--- src/rtl/cfg_link_pkg.sv ---
// Shared constants and FSM encoding for the 3-wire configuration link receiver.
package cfg_link_pkg;
  localparam int                   CFG_WIDTH = 33;
  localparam logic [CFG_WIDTH-1:0] RESET_CFG = 33'h03CF10404;
  localparam int                   CNT_W     = $clog2(CFG_WIDTH + 2);

  typedef enum logic [1:0] {
    ST_IDLE   = 2'd0,
    ST_SHIFT  = 2'd1,
    ST_COMMIT = 2'd2
  } state_e;
endpackage

--- src/rtl/config_shift_receiver_sync_ff.sv ---
// Async-reset multi-flop bit synchronizer for pins crossing into clk.
module sync_ff #(
  parameter int STAGES = 2
) (
  input  logic clk,
  input  logic rst_n,
  input  logic d_i,
  output logic q_o
);
  logic [STAGES-1:0] ff_q;

  always_ff @(posedge clk or negedge rst_n) begin
    if (!rst_n) ff_q <= '0;
    else        ff_q <= {ff_q[STAGES-2:0], d_i};
  end

  assign q_o = ff_q[STAGES-1];
endmodule

--- src/rtl/config_shift_receiver.sv ---
// Serial configuration receiver: synchronizes en/sclk/data, shifts LSB-first and
// commits the word to cfg_out only when exactly CFG_WIDTH bits arrived.
module config_shift_receiver #(
  parameter int                   CFG_WIDTH   = cfg_link_pkg::CFG_WIDTH,
  parameter int                   SYNC_STAGES = 2,
  parameter logic [CFG_WIDTH-1:0] RESET_CFG   = cfg_link_pkg::RESET_CFG
) (
  input  logic                 clk,
  input  logic                 rst_n,
  input  logic                 cfg_en,
  input  logic                 cfg_data,
  input  logic                 cfg_sclk,
  output logic [CFG_WIDTH-1:0] cfg_out,
  output logic                 cfg_valid,
  output logic                 cfg_error,
  output logic                 busy
);
  import cfg_link_pkg::*;

  localparam int             CW       = $clog2(CFG_WIDTH + 2);
  localparam logic [CW-1:0]  CNT_FULL = CW'(CFG_WIDTH);
  localparam logic [CW-1:0]  CNT_OVF  = CW'(CFG_WIDTH + 1);

  logic en_s, sclk_s, data_s;
  logic en_prev_q, sclk_prev_q;
  logic en_fall, sclk_rise;

  state_e               state_q;
  logic [CFG_WIDTH-1:0] shreg_q;
  logic [CW-1:0]        cnt_q;
  logic [CFG_WIDTH-1:0] cfg_out_q;
  logic                 cfg_valid_q, cfg_error_q, busy_q;

  // Identical depth on all three keeps data aligned with its sclk edge.
  sync_ff #(.STAGES(SYNC_STAGES)) u_sync_en   (.clk(clk), .rst_n(rst_n), .d_i(cfg_en),   .q_o(en_s));
  sync_ff #(.STAGES(SYNC_STAGES)) u_sync_sclk (.clk(clk), .rst_n(rst_n), .d_i(cfg_sclk), .q_o(sclk_s));
  sync_ff #(.STAGES(SYNC_STAGES)) u_sync_data (.clk(clk), .rst_n(rst_n), .d_i(cfg_data), .q_o(data_s));

  assign en_fall   = en_prev_q & ~en_s;
  assign sclk_rise = sclk_s & ~sclk_prev_q;

  always_ff @(posedge clk or negedge rst_n) begin
    if (!rst_n) begin
      en_prev_q   <= 1'b0;
      sclk_prev_q <= 1'b0;
      state_q     <= ST_IDLE;
      shreg_q     <= '0;
      cnt_q       <= '0;
      cfg_out_q   <= RESET_CFG;
      cfg_valid_q <= 1'b0;
      cfg_error_q <= 1'b0;
      busy_q      <= 1'b0;
    end else begin
      en_prev_q   <= en_s;
      sclk_prev_q <= sclk_s;
      cfg_valid_q <= 1'b0;
      case (state_q)
        // Level test: en only reads high in IDLE after a rise, and this also
        // picks up a rise that landed during the COMMIT cycle.
        ST_IDLE: begin
          if (en_s) begin
            state_q <= ST_SHIFT;
            shreg_q <= '0;
            cnt_q   <= '0;
            busy_q  <= 1'b1;
          end
        end
        ST_SHIFT: begin
          if (sclk_rise) begin
            shreg_q <= {data_s, shreg_q[CFG_WIDTH-1:1]};
            if (cnt_q != CNT_OVF) cnt_q <= cnt_q + 1'b1;
          end
          if (en_fall) state_q <= ST_COMMIT;
        end
        ST_COMMIT: begin
          if (cnt_q == CNT_FULL) begin
            cfg_out_q   <= shreg_q;
            cfg_valid_q <= 1'b1;
            cfg_error_q <= 1'b0;
          end else if (cnt_q != '0) begin
            cfg_error_q <= 1'b1;
          end
          state_q <= ST_IDLE;
          busy_q  <= 1'b0;
        end
        default: begin
          state_q <= ST_IDLE;
          busy_q  <= 1'b0;
        end
      endcase
    end
  end

  assign cfg_out   = cfg_out_q;
  assign cfg_valid = cfg_valid_q;
  assign cfg_error = cfg_error_q;
  assign busy      = busy_q;
endmodule
--- config.mk ---
export PLATFORM = sky130hd
export DESIGN_NAME = config_shift_receiver
export DESIGN_NICKNAME = d
export VERILOG_FILES = /design/src/rtl/cfg_link_pkg.sv /design/src/rtl/config_shift_receiver_sync_ff.sv /design/src/rtl/config_shift_receiver.sv
export SDC_FILE = /design/constraint.sdc
export NUM_CORES = 1
export LEC_CHECK = 0
export BUFFER_PORTS_ARGS = -buffer_cell sky130_fd_sc_hd__buf_2
export CORE_ASPECT_RATIO = 0.9
export CORE_MARGIN = 10
export CORE_UTILIZATION = 42
export CTS_CLUSTER_DIAMETER = 120
export CTS_CLUSTER_SIZE = 40
export DETAILED_ROUTE_END_ITERATION = 12
export HOLD_SLACK_MARGIN = 0.12
export PLACE_DENSITY = 0.58
export SLEW_MARGIN = 10
export SYNTH_ARGS = -nofsm -noshare
export SYNTH_HDL_FRONTEND = slang
export SYNTH_HIERARCHICAL = 1
export SYNTH_SLANG_ARGS = --single-unit
export TNS_END_PERCENT = 10
--- constraint.sdc ---
create_clock -name clk -period 1.9 [get_ports clk]
set_input_delay 0.285 -clock clk [delete_from_list [all_inputs] [get_ports clk]]
set_output_delay 0.285 -clock clk [all_outputs]
set_load 0.02 [all_outputs]
# After elaboration in Yosys (flattened, before gate mapping)
# Cells that the tools add are included.
dict set report word_totals {
  mem_bits_rw 0
  input_bits 5
  n_memories 0
  romBits 0
  word_cells 52
  latchBits 0
  ff_bits 85
}
dict set report classes {
  muxes 16
  shift 0
  multipliers 0
  n_reduce_logical 10
  addsub 1
  eq_ne 8
  div 0
  order_cmp 0
  bitwise_logic 5
}
# operator n
set ops {}
lappend ops {{two-way mux 33 bit} 2}
lappend ops {{case mux 33 bit (2 select lines)} 1}
lappend ops {{two-way mux 6 bit} 3}
lappend ops {{case mux 6 bit (2 select lines)} 1}
lappend ops {{AND reduction 2 bit} 4}
lappend ops {{adder 6 x 1 -> 6 bit, second input constant} 1}
lappend ops {{equality test 6 bit, second input constant} 1}
lappend ops {{inequality test 2 bit, second input constant} 3}
lappend ops {{inequality test 6 bit, second input constant} 1}
lappend ops {{nonzero test 6 bit} 1}
lappend ops {{two-way mux 1 bit} 5}
lappend ops {{two-way mux 2 bit} 2}
lappend ops {{case mux 2 bit (2 select lines)} 1}
lappend ops {{AND reduction 4 bit} 1}
lappend ops {{nonzero test 2 bit} 2}
lappend ops {{inverter 1 bit} 3}
lappend ops {{AND reduction 3 bit} 1}
lappend ops {{AND 1 bit} 2}
lappend ops {{equality test 2 x 1 -> 1 bit, second input constant} 1}
lappend ops {{equality test 2 bit, second input constant} 1}
lappend ops {{logical NOT 2 bit} 1}
lappend ops {{inequality test 2 x 1 -> 1 bit, second input constant} 1}
lappend ops {{case mux 1 bit (2 select lines)} 1}

# Depth between registers and ports, before layout
dict set report depth {
  word_depth 4
  depth_mapped 7
}

# Modules after synthesis
# Netlist, hierarchy kept.
# module seq_area_each_um2 cells_per_inst n_inst area_each_um2
set modules_own_cells {}
lappend modules_own_cells {config_shift_receiver 1990.7 276 1 3181.8}
lappend modules_own_cells {sync_ff 50.0 2 3 50.0}

# Worst setup path after synthesis
# OpenSTA, ideal clock, no wires.
dict set report synth_timing {
  path_kind {register to register}
  from {reg cnt_q[3]}
  to {reg cfg_out_q[14] (netlist: cfg_out[14])}
  t_required_ns 1.775
  arrival_ns 1.539
  path_stages_with_launch 7
  synth_period_minus_slack_ns 1.664
  setup_time_ns 0.125
  path_slack_ns 0.236
  cell_sequence {dfrtp_1 nor3_2 nand2_1 and4bb_1 buf_4 buf_6 mux2_2}
}
dict set report synth_via {
  elab_chain_len 2
}
# item line
set synth_lines {}
lappend synth_lines {{start: declaration} config_shift_receiver.sv:30} ;# logic [CW-1:0] cnt_q;
lappend synth_lines {{start signal: assignment} config_shift_receiver.sv:71} ;# if (cnt_q != CNT_OVF) cnt_q <= cnt_q + 1'b1;
lappend synth_lines {{equality test 6 bit} config_shift_receiver.sv:76} ;# if (cnt_q == CNT_FULL) begin
lappend synth_lines {{AND reduction 2 bit (no line)} n/a}
lappend synth_lines {{end signal: assignment} config_shift_receiver.sv:77} ;# cfg_out_q <= shreg_q;
lappend synth_lines {{end: declaration} config_shift_receiver.sv:31} ;# logic [CFG_WIDTH-1:0] cfg_out_q;
# No other way between the ends.
# A chain may end at the register's enable or synchronous reset.

# Worst setup path in the final report
dict set report layout_timing {
  from {reg cnt_q[3]}
  to {reg cfg_out_q[31] (netlist: cfg_out[31])}
}
# Same word-level chain as after synthesis.

==> results.yml <==
die:
  dieArea_mm2: 0.0119
  ios: 41
  die_w_um: 114
  die_h_um: 104
  coreArea_mm2: 0.00762
  start_util_pct: 43.7
  rows: 30
run_status:
  status: "finished, final reports clean"
placed_design:
  place_hpwl_um: 4040
  place_area_mm2: 0.00367
  globalplace.congestion: 0.726
  portBuffers: 40
setup_path:
  crit_type: "register to register"
  cp.arrival_ps: 1980
  worst_setup_path_start_kind: "register"
  path_max_fanout: 13
  cp-end-kind: "register"
  required_ps: 2140
synth:
  synth_top_flop_cell: "dfrtp_1"
  synthArstFlopShare_pct: 100
  ys_ff_latch: 85
  syn_nets: 291
  ys_warn_count: 6
  synthDistinctLibCells: 33
  syn_avg_cell_area_um2: 11.8
  synth_edf_count: 0
  synthCells: 282
  syn-cell-area_mm2: 0.00333
  yosysSeqAreaShare_pct: 64.3
clock_tree:
  h-tree-depth: 3
  hold_buffers: 4
  cts_tree: "yes"
  clock-sinks: 85
  cts_resized: 0
  clockBufferDepth: 2
  cts_setup_buffers: 0
  cts_root_buf: "clkbuf_8"
  clkTransAtPathRegs_ps: 80
  clk_latency_ps: 350
  cts_buffers: 9
power_and_ir_drop:
  peakVddDrop_mv: 0.495
  cellPowerDensity_mw_per_mm2: 902
  switching_share_pct: 24.9
  p_sw_uw: 881
  power_frac_comb_pct: 8.9
  clkPwrFrac_pct: 36.6
  p_total_uw: 3530
  p_leak_uw: 0.00191
  intPower_uw: 2650
  seqPwrFrac_pct: 54.5
drt:
  wl_per_cell_um: 14.3
  antenna_left: 0
  vias: 2152
  drt_first_pass_iters: 4
  routed_wl_um: 6170
  drc: 0
  drtIter0Drc: 86
  vias_per_cell: 4.99
grt:
  grt_max_degree: 49
  antenna_found_initial: 0
  first_global_vias: 2120
  grt_pass1_wl_um: 10400
  grt.overflow.total: 0
  grt_use_total_pct: 10.6
cells_and_area:
  antenna_cells: 0
  synthToLayoutAreaGrowth_pct: 17.5
  final_layout_size_suffix_gt1_share_pct: 32.2
  fin_util_pct: 51.4
  num-fill-cells: 686
  stdcell_area_mm2: 0.00392
  final_nets: 339
sta:
  worst_pin_slew_ps: 395
  slew_headroom_pct: 73.7
  holdWs_ps: 286
  slew_viol_final: 0
  hold_viol: 0
  clock_skew_ps: 9.85
  setup_violations: 0
  rsz0062_at_grt: "no"
  max_freq_ghz: 0.572
  finalCriticalPeriod_ps: 1750
  min_period_over_period_pct: 92.0
  tns_ps: 0
run:
  maxCapViolations: 0
hold_path:
  hold_path_class: "primary input to asynchronous set/reset pin"
[power by group through the flow]
| stage | combinational (uW) | clock, uW | sequential, uW |
|---|---|---|---|
| 2_1_floorplan | 170 | 0 | 1960 |
| 3_3_place_gp | 306 | 0 | 1960 |
| 3_5_place_dp | 315 | 0 | 1960 |
| 4_1_cts | 325 | 1330 | 1930 |
| 5_1_grt | 361 | 1410 | 1940 |
| 6_report | 315 | 1290 | 1930 |
[cells in the mapped netlist (2+ instances only)]
| cell type | instances | area [um2] |
|---|---|---|
| clkbuf_1 | 5 | 18.8 |
| nor2b_1 | 2 | 12.5 |
| nor2_1 | 4 | 15.0 |
| dfrtp_1 | 74 | 1850 |
| mux2i_1 | 2 | 20.0 |
| buf_6 | 3 | 33.8 |
| nand2b_1 | 3 | 18.8 |
| dfstp_2 | 11 | 289 |
| inv_1 | 5 | 18.8 |
| nand2_1 | 69 | 259 |
| a21oi_1 | 2 | 10.0 |
| mux2_2 | 30 | 338 |
| a31oi_1 | 2 | 12.5 |
| nand3_1 | 5 | 25.0 |
| buf_2 | 4 | 20.0 |
| ha_1 | 4 | 50.1 |
| and3_1 | 2 | 12.5 |
| mux2_1 | 3 | 33.8 |
| o21ai_0 | 36 | 180 |
| buf_1 | 3 | 11.3 |
[worst max-delay path, stage by stage (launching register included)]
cell      delay, ps
dfrtp_1         420
nor3_2          250
nand2_1          70
and4bb_2        340
buf_4           220
mux2_2          350
[final cells by class]
cell class              count  area, um2  share of cell area (%)
clock buffers              13        159                    4.06
clock inverters             3       43.8                    1.12
inverters                   5       18.8                   0.479
multi-input cells         176       1100                    28.1
flip-flops and latches     85       2140                    54.7
well taps                  96        120                    3.07
repair buffers             53        335                    8.56
[layout by cell type (no fill, tap or decap), drive strengths merged, types with 2 or more instances in the layout]
cell and count:
a21oi 2, a31oi 2, and3 2, buf 49, clkbuf 13, clkinv 2, dfrtp 74, dfstp 11
dlygate4sd3 4, ha 4, inv 5, mux2 33, mux2i 2, nand2 69, nand2b 3, nand3 5
nor2 4, nor2b 2, nor3 2, o21ai 36
[layer usage]
layer	track usage (%)	wire (um)	vias up
met2	15.1	2710	44
met4	3.76	86	0
li1	-	-	1037
met1	13.8	2940	1062
met5	0	0	-
met3	4.67	428	9
[flip-flops by register name, summed over array words and instances (netlist names)]
name / flops
busy: 1
cfg_error: 1
cfg_out: 33
cfg_valid: 1
cnt_q: 6
en_prev_q: 1
sclk_prev_q: 1
shreg_q: 33
state_q: 2
u_sync_data/ff_q: 2
u_sync_en/ff_q: 2
u_sync_sclk/ff_q: 2
[per-stage QoR]
stage / worst slack [ps] / std cells
3_3_place_gp: 166 / 411
4_1_cts: 128 / 431
2_1_floorplan: 236 / 282
6_report: 152 / 431
3_5_place_dp: 125 / 411
5_1_grt: 10.3 / 431
[path summary, 6_finish.rpt]
check                                              startpoint                             to  slack [ps]  cells after the start
worst max-delay path                     cnt_q[3]$_DFFE_PN0P_        cfg_out[31]$_DFFE_PN0P_         150                      5
worst min-delay path                                    rst_n        shreg_q[26]$_DFFE_PN0P_         290                      2
worst max register to register           cnt_q[3]$_DFFE_PN0P_        cfg_out[31]$_DFFE_PN0P_         150                      5
worst min register to register  u_sync_sclk/ff_q[0]$_DFF_PN0_  u_sync_sclk/ff_q[1]$_DFF_PN0_         350                      0
max in group asynchronous                               rst_n         cfg_out[2]$_DFFE_PN1P_         980                      3
min in group clk                u_sync_sclk/ff_q[0]$_DFF_PN0_  u_sync_sclk/ff_q[1]$_DFF_PN0_         350                      0
[cell families (layout without fill, tap and decap cells)]
kind of cell | Yosys count | in the layout | synth area share (%)
flops | 85 | 85 | 64.3
buf+inv | 21 | 74 | 3.30
compound gates | 42 | 42 | 6.57
fa+ha+maj | 4 | 4 | 1.50
simple gates | 95 | 95 | 12.6
mux | 35 | 35 | 11.8
Power figures use the tool's default switching activity.
